===== src/rtl/ahb_apb_gen2_pkg.sv =====
// Shared types for the AHB-Lite to APB3 bridge: AHB transfer/response codes and bridge FSM states.
// Latency: n/a (types only).
// Backpressure: n/a (types only).
package ahb_apb_gen2_pkg;

   typedef enum logic [1:0] {
      HTRANS_IDLE   = 2'b00,
      HTRANS_BUSY   = 2'b01,
      HTRANS_NONSEQ = 2'b10,
      HTRANS_SEQ    = 2'b11
   } htrans_t;

   typedef enum logic [1:0] {
      HRESP_OKAY  = 2'b00,
      HRESP_ERROR = 2'b01
   } hresp_t;

   typedef enum logic [2:0] {
      ST_IDLE,
      ST_WDATA,
      ST_SETUP,
      ST_ACCESS,
      ST_RESP,
      ST_ERR1,
      ST_ERR2
   } bridge_state_t;

endpackage


===== src/rtl/apb_slave_decoder.sv =====
// Maps the slave-index field of an address to a one-hot APB select plus an in-range flag.
// Latency: purely combinational.
// Backpressure: none.
// Ports: idx_i slave index field; sel_o one-hot select (all zero when out of range); vld_o index < NUM_SLAVES.
module apb_slave_decoder #(
   parameter int NUM_SLAVES = 3,
   parameter int SEL_W      = 2
) (
   input  logic [SEL_W-1:0]      idx_i,
   output logic [NUM_SLAVES-1:0] sel_o,
   output logic                  vld_o
);

   localparam int CMP_W = SEL_W + 1;

   always_comb begin
      sel_o = '0;
      for (int i = 0; i < NUM_SLAVES; i++) begin
         if (idx_i == SEL_W'(i)) begin
            sel_o[i] = 1'b1;
         end
      end
   end

   // Extra bit keeps the compare correct when NUM_SLAVES is a power of two.
   assign vld_o = ({1'b0, idx_i} < CMP_W'(NUM_SLAVES));

endmodule


===== src/rtl/ahb_apb_bridge_gen2.sv =====
// AHB-Lite slave to APB3 master bridge, one outstanding transfer, parametrised width and slave count.
// Latency: accept to Hreadyout=1 is 4 cycles plus one per Pready=0 cycle; errors answer in 2 cycles.
// Backpressure: Hreadyout low during WDATA/SETUP/ACCESS/ERR1; APB side stalls on Pready=0.
// Ports: AHB side clk/resetn/Hwrite/Hreadyin/Htrans/Haddr/Hwdata in, Hrdata/Hresp/Hreadyout out;
//        APB side Pselx/Penable/Pwrite/Paddr/Pwdata out, Prdata/Pready/Pslverr in.
// Optional: define APB_TIMEOUT_EN to abort ACCESS with an ERROR after TIMEOUT_CYCLES Pready=0 cycles.
module ahb_apb_bridge_gen2
   import ahb_apb_gen2_pkg::*;
#(
   parameter int ADDR_W         = 32,
   parameter int DATA_W         = 32,
   parameter int NUM_SLAVES     = 3,
   parameter int SEL_LSB        = 12,
   parameter int TIMEOUT_CYCLES = 16
) (
   input  logic                  clk,
   input  logic                  resetn,
   input  logic                  Hwrite,
   input  logic                  Hreadyin,
   input  logic [1:0]            Htrans,
   input  logic [ADDR_W-1:0]     Haddr,
   input  logic [DATA_W-1:0]     Hwdata,
   output logic [DATA_W-1:0]     Hrdata,
   output logic [1:0]            Hresp,
   output logic                  Hreadyout,
   output logic [NUM_SLAVES-1:0] Pselx,
   output logic                  Penable,
   output logic                  Pwrite,
   output logic [ADDR_W-1:0]     Paddr,
   output logic [DATA_W-1:0]     Pwdata,
   input  logic [DATA_W-1:0]     Prdata,
   input  logic                  Pready,
   input  logic                  Pslverr
);

   localparam int SEL_W = $clog2(NUM_SLAVES);

   if (NUM_SLAVES < 2 || NUM_SLAVES > 16 || TIMEOUT_CYCLES < 1) begin : g_bad_params
      $error("ahb_apb_bridge_gen2: unsupported parameter set");
   end

   bridge_state_t           state_q, state_d;
   logic [ADDR_W-1:0]       addr_q, addr_d;
   logic                    write_q, write_d;
   logic [NUM_SLAVES-1:0]   sel_q, sel_d;
   logic [DATA_W-1:0]       pwdata_q, pwdata_d;
   logic [DATA_W-1:0]       hrdata_q, hrdata_d;
   logic [NUM_SLAVES-1:0]   dec_sel;
   logic                    dec_vld;
   htrans_t                 trans;
   hresp_t                  resp;
   logic                    accept;

`ifdef APB_TIMEOUT_EN
   localparam int CNT_W = $clog2(TIMEOUT_CYCLES + 1);
   logic [CNT_W-1:0]        cnt_q, cnt_d;
`endif

   apb_slave_decoder #(
      .NUM_SLAVES (NUM_SLAVES),
      .SEL_W      (SEL_W)
   ) u_dec (
      .idx_i (Haddr[SEL_LSB +: SEL_W]),
      .sel_o (dec_sel),
      .vld_o (dec_vld)
   );

   assign trans  = htrans_t'(Htrans);
   assign accept = Hreadyin && (trans == HTRANS_NONSEQ || trans == HTRANS_SEQ);

   always_comb begin
      state_d   = state_q;
      addr_d    = addr_q;
      write_d   = write_q;
      sel_d     = sel_q;
      pwdata_d  = pwdata_q;
      hrdata_d  = hrdata_q;
      Hreadyout = 1'b1;
      resp      = HRESP_OKAY;
      Pselx     = '0;
      Penable   = 1'b0;
`ifdef APB_TIMEOUT_EN
      cnt_d     = cnt_q;
`endif
      case (state_q)
         // RESP doubles as an address phase so back-to-back transfers see no gap.
         ST_IDLE, ST_RESP: begin
            if (accept) begin
               addr_d  = Haddr;
               write_d = Hwrite;
               sel_d   = dec_sel;
               state_d = dec_vld ? ST_WDATA : ST_ERR1;
            end else begin
               state_d = ST_IDLE;
            end
         end
         ST_WDATA: begin
            Hreadyout = 1'b0;
            if (write_q) begin
               pwdata_d = Hwdata;
            end
            state_d = ST_SETUP;
         end
         ST_SETUP: begin
            Hreadyout = 1'b0;
            Pselx     = sel_q;
            state_d   = ST_ACCESS;
`ifdef APB_TIMEOUT_EN
            cnt_d     = '0;
`endif
         end
         ST_ACCESS: begin
            Hreadyout = 1'b0;
            Pselx     = sel_q;
            Penable   = 1'b1;
            if (Pready) begin
               if (Pslverr) begin
                  state_d = ST_ERR1;
               end else begin
                  state_d = ST_RESP;
                  if (!write_q) begin
                     hrdata_d = Prdata;
                  end
               end
`ifdef APB_TIMEOUT_EN
            end else if (cnt_q == CNT_W'(TIMEOUT_CYCLES - 1)) begin
               // This is the TIMEOUT_CYCLES-th stalled ACCESS cycle: give up.
               state_d = ST_ERR1;
            end else begin
               cnt_d = cnt_q + 1'b1;
`endif
            end
         end
         ST_ERR1: begin
            Hreadyout = 1'b0;
            resp      = HRESP_ERROR;
            state_d   = ST_ERR2;
         end
         ST_ERR2: begin
            // Any transfer presented here is dropped; the master reissues it.
            resp    = HRESP_ERROR;
            state_d = ST_IDLE;
         end
         default: state_d = ST_IDLE;
      endcase
   end

   always_ff @(posedge clk or negedge resetn) begin
      if (!resetn) begin
         state_q  <= ST_IDLE;
         addr_q   <= '0;
         write_q  <= 1'b0;
         sel_q    <= '0;
         pwdata_q <= '0;
         hrdata_q <= '0;
      end else begin
         state_q  <= state_d;
         addr_q   <= addr_d;
         write_q  <= write_d;
         sel_q    <= sel_d;
         pwdata_q <= pwdata_d;
         hrdata_q <= hrdata_d;
      end
   end

`ifdef APB_TIMEOUT_EN
   always_ff @(posedge clk or negedge resetn) begin
      if (!resetn) begin
         cnt_q <= '0;
      end else begin
         cnt_q <= cnt_d;
      end
   end
`endif

   assign Hresp  = resp;
   assign Hrdata = hrdata_q;
   assign Paddr  = addr_q;
   assign Pwrite = write_q;
   assign Pwdata = pwdata_q;

endmodule


===== config.mk =====
export PLATFORM = sky130hd
export DESIGN_NAME = ahb_apb_bridge_gen2
export DESIGN_NICKNAME = d
export VERILOG_FILES = /design/src/rtl/ahb_apb_gen2_pkg.sv /design/src/rtl/apb_slave_decoder.sv /design/src/rtl/ahb_apb_bridge_gen2.sv
export SDC_FILE = /design/constraint.sdc
export NUM_CORES = 1
export LEC_CHECK = 0
export CORE_UTILIZATION = 30
export DETAILED_ROUTE_END_ITERATION = 8
export HOLD_SLACK_MARGIN = 0.15
export PLACE_DENSITY_LB_ADDON = 0.05
export SLEW_MARGIN = 20
export SYNTH_ARGS = -nofsm -noshare
export SYNTH_HDL_FRONTEND = slang
export SYNTH_SLANG_ARGS = --single-unit

===== constraint.sdc =====
create_clock -name clk -period 3.12 [get_ports clk]
set_input_delay 0.312 -clock clk [delete_from_list [all_inputs] [get_ports clk]]
set_output_delay 0.312 -clock clk [all_outputs]
set_load 0.02 [all_outputs]

==> out/qor.txt <==
Final nets: 558
Number of clock sinks: 103
Share of post-route cells with drive strength above 1: 25.1%
Number of port buffers: 205
Post-DRT Antenna Nets: 0
CTS Buf Count: 9
Worst-Margin Slew: 694 ps
Leak pwr: 2.84 nW
Placed cells: 618
Grt ovf: 0
Area Growth Syn to Fin: 62.2%
Peak VDD IR: 0.000483 V
Sw power: 2.32 mW
Hold_ws: 490 ps
Synth top area share: 63.1%
Pin count of the biggest net entering global routing: 53
Number of synthesis warnings: 0
Area of the die: 14,100 µm²
Synthesized Nets: 350
Routability Congestion: 0.701
Max Cap Violations: 0
Crit path DAT: 1960 ps
Worst EP required: 2810 ps
Fmax: 0.440 GHz
Sequential share of power: 34.3%
Endpoints failing setup: 0
Total negative slack: 0 ps
Post-CTS setup buffers: 0
Starting Density: 30.8%
Crit end category: primary output
Routed len/inst: 15.4 µm
Clk pwr share: 16.5%
Overall routed net length: 9770 µm
Slowest stage delay, CP: 630 ps
Final Hold Viols: 0
Most common cell in the netlist: dfrtp_1
Clock-pin slew on the worst setup and hold paths: 70 ps
Antenna violations before repair: 0
Most used DFF post-synth: dfrtp_1
Non-filler cells, final: 634
First-pass GRT wire length: 15,500 µm
Asr flop ratio synth: 100%
DRC viols: 0
First-pass iteration count of the detailed router: 2
Internal power: 4.58 mW
Die W: 119 µm
Routed vias/inst: 4.34
Switching part of the total: 33.7%
Worst Skew: 7.80 ps
Avg Synthesized Cell Area: 16.6 µm²
Clock Latency Late Sink: 340 ps
Post-DP HPWL: 6960 µm
Crit-path max FO: 11
Crit path kind: register to primary output
Tmin final: 2270 ps
CTS Buffer Depth: 2
CP max stage cell: clkdlybuf4s50_1
Worst R2R Path Depth: 4
Row count: 42
Worst Setup Start Kind: register
PwrDens: 1040 nW/µm²
Combinational power share: 49.2%
Synth top area cells: dfrtp_1 63%, mux2_2 17%, mux2_4 11%
Flops & latches, synth: 103
Yosys cell types: 23
Post-synth EDFFs: 0
Synth area leader: dfrtp_1
Num ports: 208
Sequential-to-total area share from yosys stat: 63.1%
Hold Path Depth: 1
Max Transition Viols Final: 0
Die height: 119 µm
Number of global-route vias before repair: 2,863
Cells after synthesis: 246
Status: finished clean
RSZ-0062 raised after global routing: false
Htree depth: 3
HP Class: register to register
Cell Chain, Critical Path: nor2b_2, and2_1, clkdlybuf4s50_1
Period utilisation layout: 72.9%
CTS root buf: clkbuf_16
Design Power: 6.90 mW
Vias: 2,752
CTS tree: done
Overall Global Routing Usage: 14.6%
Synth cell count leaders: 103 x dfrtp_1, 61 x mux2_2, 30 x mux2_4
Ant diodes: 0
Worst rel slew slack: 53.7%
Post-Syn Area: 4080 µm²
Iteration-0 DRC Markers: 77
Core ar.: 13,200 µm²
-- state kept, by name, indices dropped and copies added (netlist names) --
name / cells
Pwrite: 1
Pwdata: 32
Hrdata: 32
sel_q: 3
state_q: 3
Paddr: 32
-- final cells by class --
type,count,area [µm²]
fillers,1182,6620
flip-flops and latches,103,2580
repair buffers,211,2110
multi-input cells,127,1410
clock buffers,12,256
well taps,176,220
clock inverters,3,42.5
inverters,2,7.51
-- worst max-delay path, delay by kind of cell, from the launching register on --
kind	cells	cell delay, ps
flip-flops	1	560
AND/OR/NAND/NOR	2	420
buffers and inverters	1	630
-- power by group through the flow --
stage,Sequential [mW],Clock (mW),Combinational (mW)
finish,2.37,1.14,3.40
global route,2.47,1.24,3.58
CTS,2.38,1.20,3.45
detailed placement,2.39,0,3.44
global placement,2.37,0,3.42
floorplan,3.12,0,1.02
-- timing repair --
action,4_1_cts,5_1_grt
hold buffers,1,0
endpoints found under the setup margin,0,0
gates resized for setup,0,0
endpoints found under the hold margin,51,0
-- worst paths after layout --
kind / start / slack [ps] / endpoint
setup / recovery: state_q[1]$_DFFE_PN0P_ / 850 / Penable
hold / removal: Paddr[23]$_DFFE_PN0P_ / 490 / Paddr[23]$_DFFE_PN0P_
setup reg to reg: state_q[1]$_DFFE_PN0P_ / 1000 / Hrdata[1]$_DFFE_PN0P_
hold reg to reg: Paddr[23]$_DFFE_PN0P_ / 490 / Paddr[23]$_DFFE_PN0P_
max in group asynchronous: resetn / 1810 / Hrdata[9]$_DFFE_PN0P_
min in group asynchronous: resetn / 560 / Hrdata[25]$_DFFE_PN0P_
-- logic make-up after synthesis --
group	synth area share [%]
AOI/OAI and AO/OA	1.16
xor gates and xnor gates	0.215
buffers and inverters	2.48
DFF	63.1
muxes	30.1
other	0.0919
and+or+nand+nor	2.85
-- cells in the final DEF, fill, tap and decap left out, drive strengths merged --
master,Yosys,layout
or3b,1,1
clkinvlp,0,1
o21a,1,1
clkdlybuf4s50,0,204
nand3b,3,3
conb,1,1
xor2,1,1
nand3,1,1
clkinv,0,1
and4bb,1,1
a21oi,4,4
nor3,1,1
inv,2,2
mux2,99,99
nor2b,2,2
dlygate4sd3,0,1
nand2,2,2
bufinv,0,1
nor2,1,1
buf,14,6
clkbuf,0,12
o21ai,4,4
dfrtp,103,103
and2,5,5
-- through the flow --
step           cell area, µm²  util [%]  setup slack, ps
2_1_floorplan            4080         -             1480
3_3_place_gp             6310      47.7              885
3_5_place_dp             6310      47.7              907
4_1_cts                  6620      50.0              789
5_1_grt                  6620      50.0              704
6_report                 6620      50.0              847
-- layer usage --
layer | share of wire (%) | track usage, % | up-vias
li1 | - | - | 1269
met1 | 42 | 17.2 | 1356
met2 | 47 | 22.9 | 117
met3 | 9.1 | 6.71 | 10
met4 | 1.6 | 5.70 | 0
met5 | 0 | 0 | -
Power figures use the tool's default switching activity.
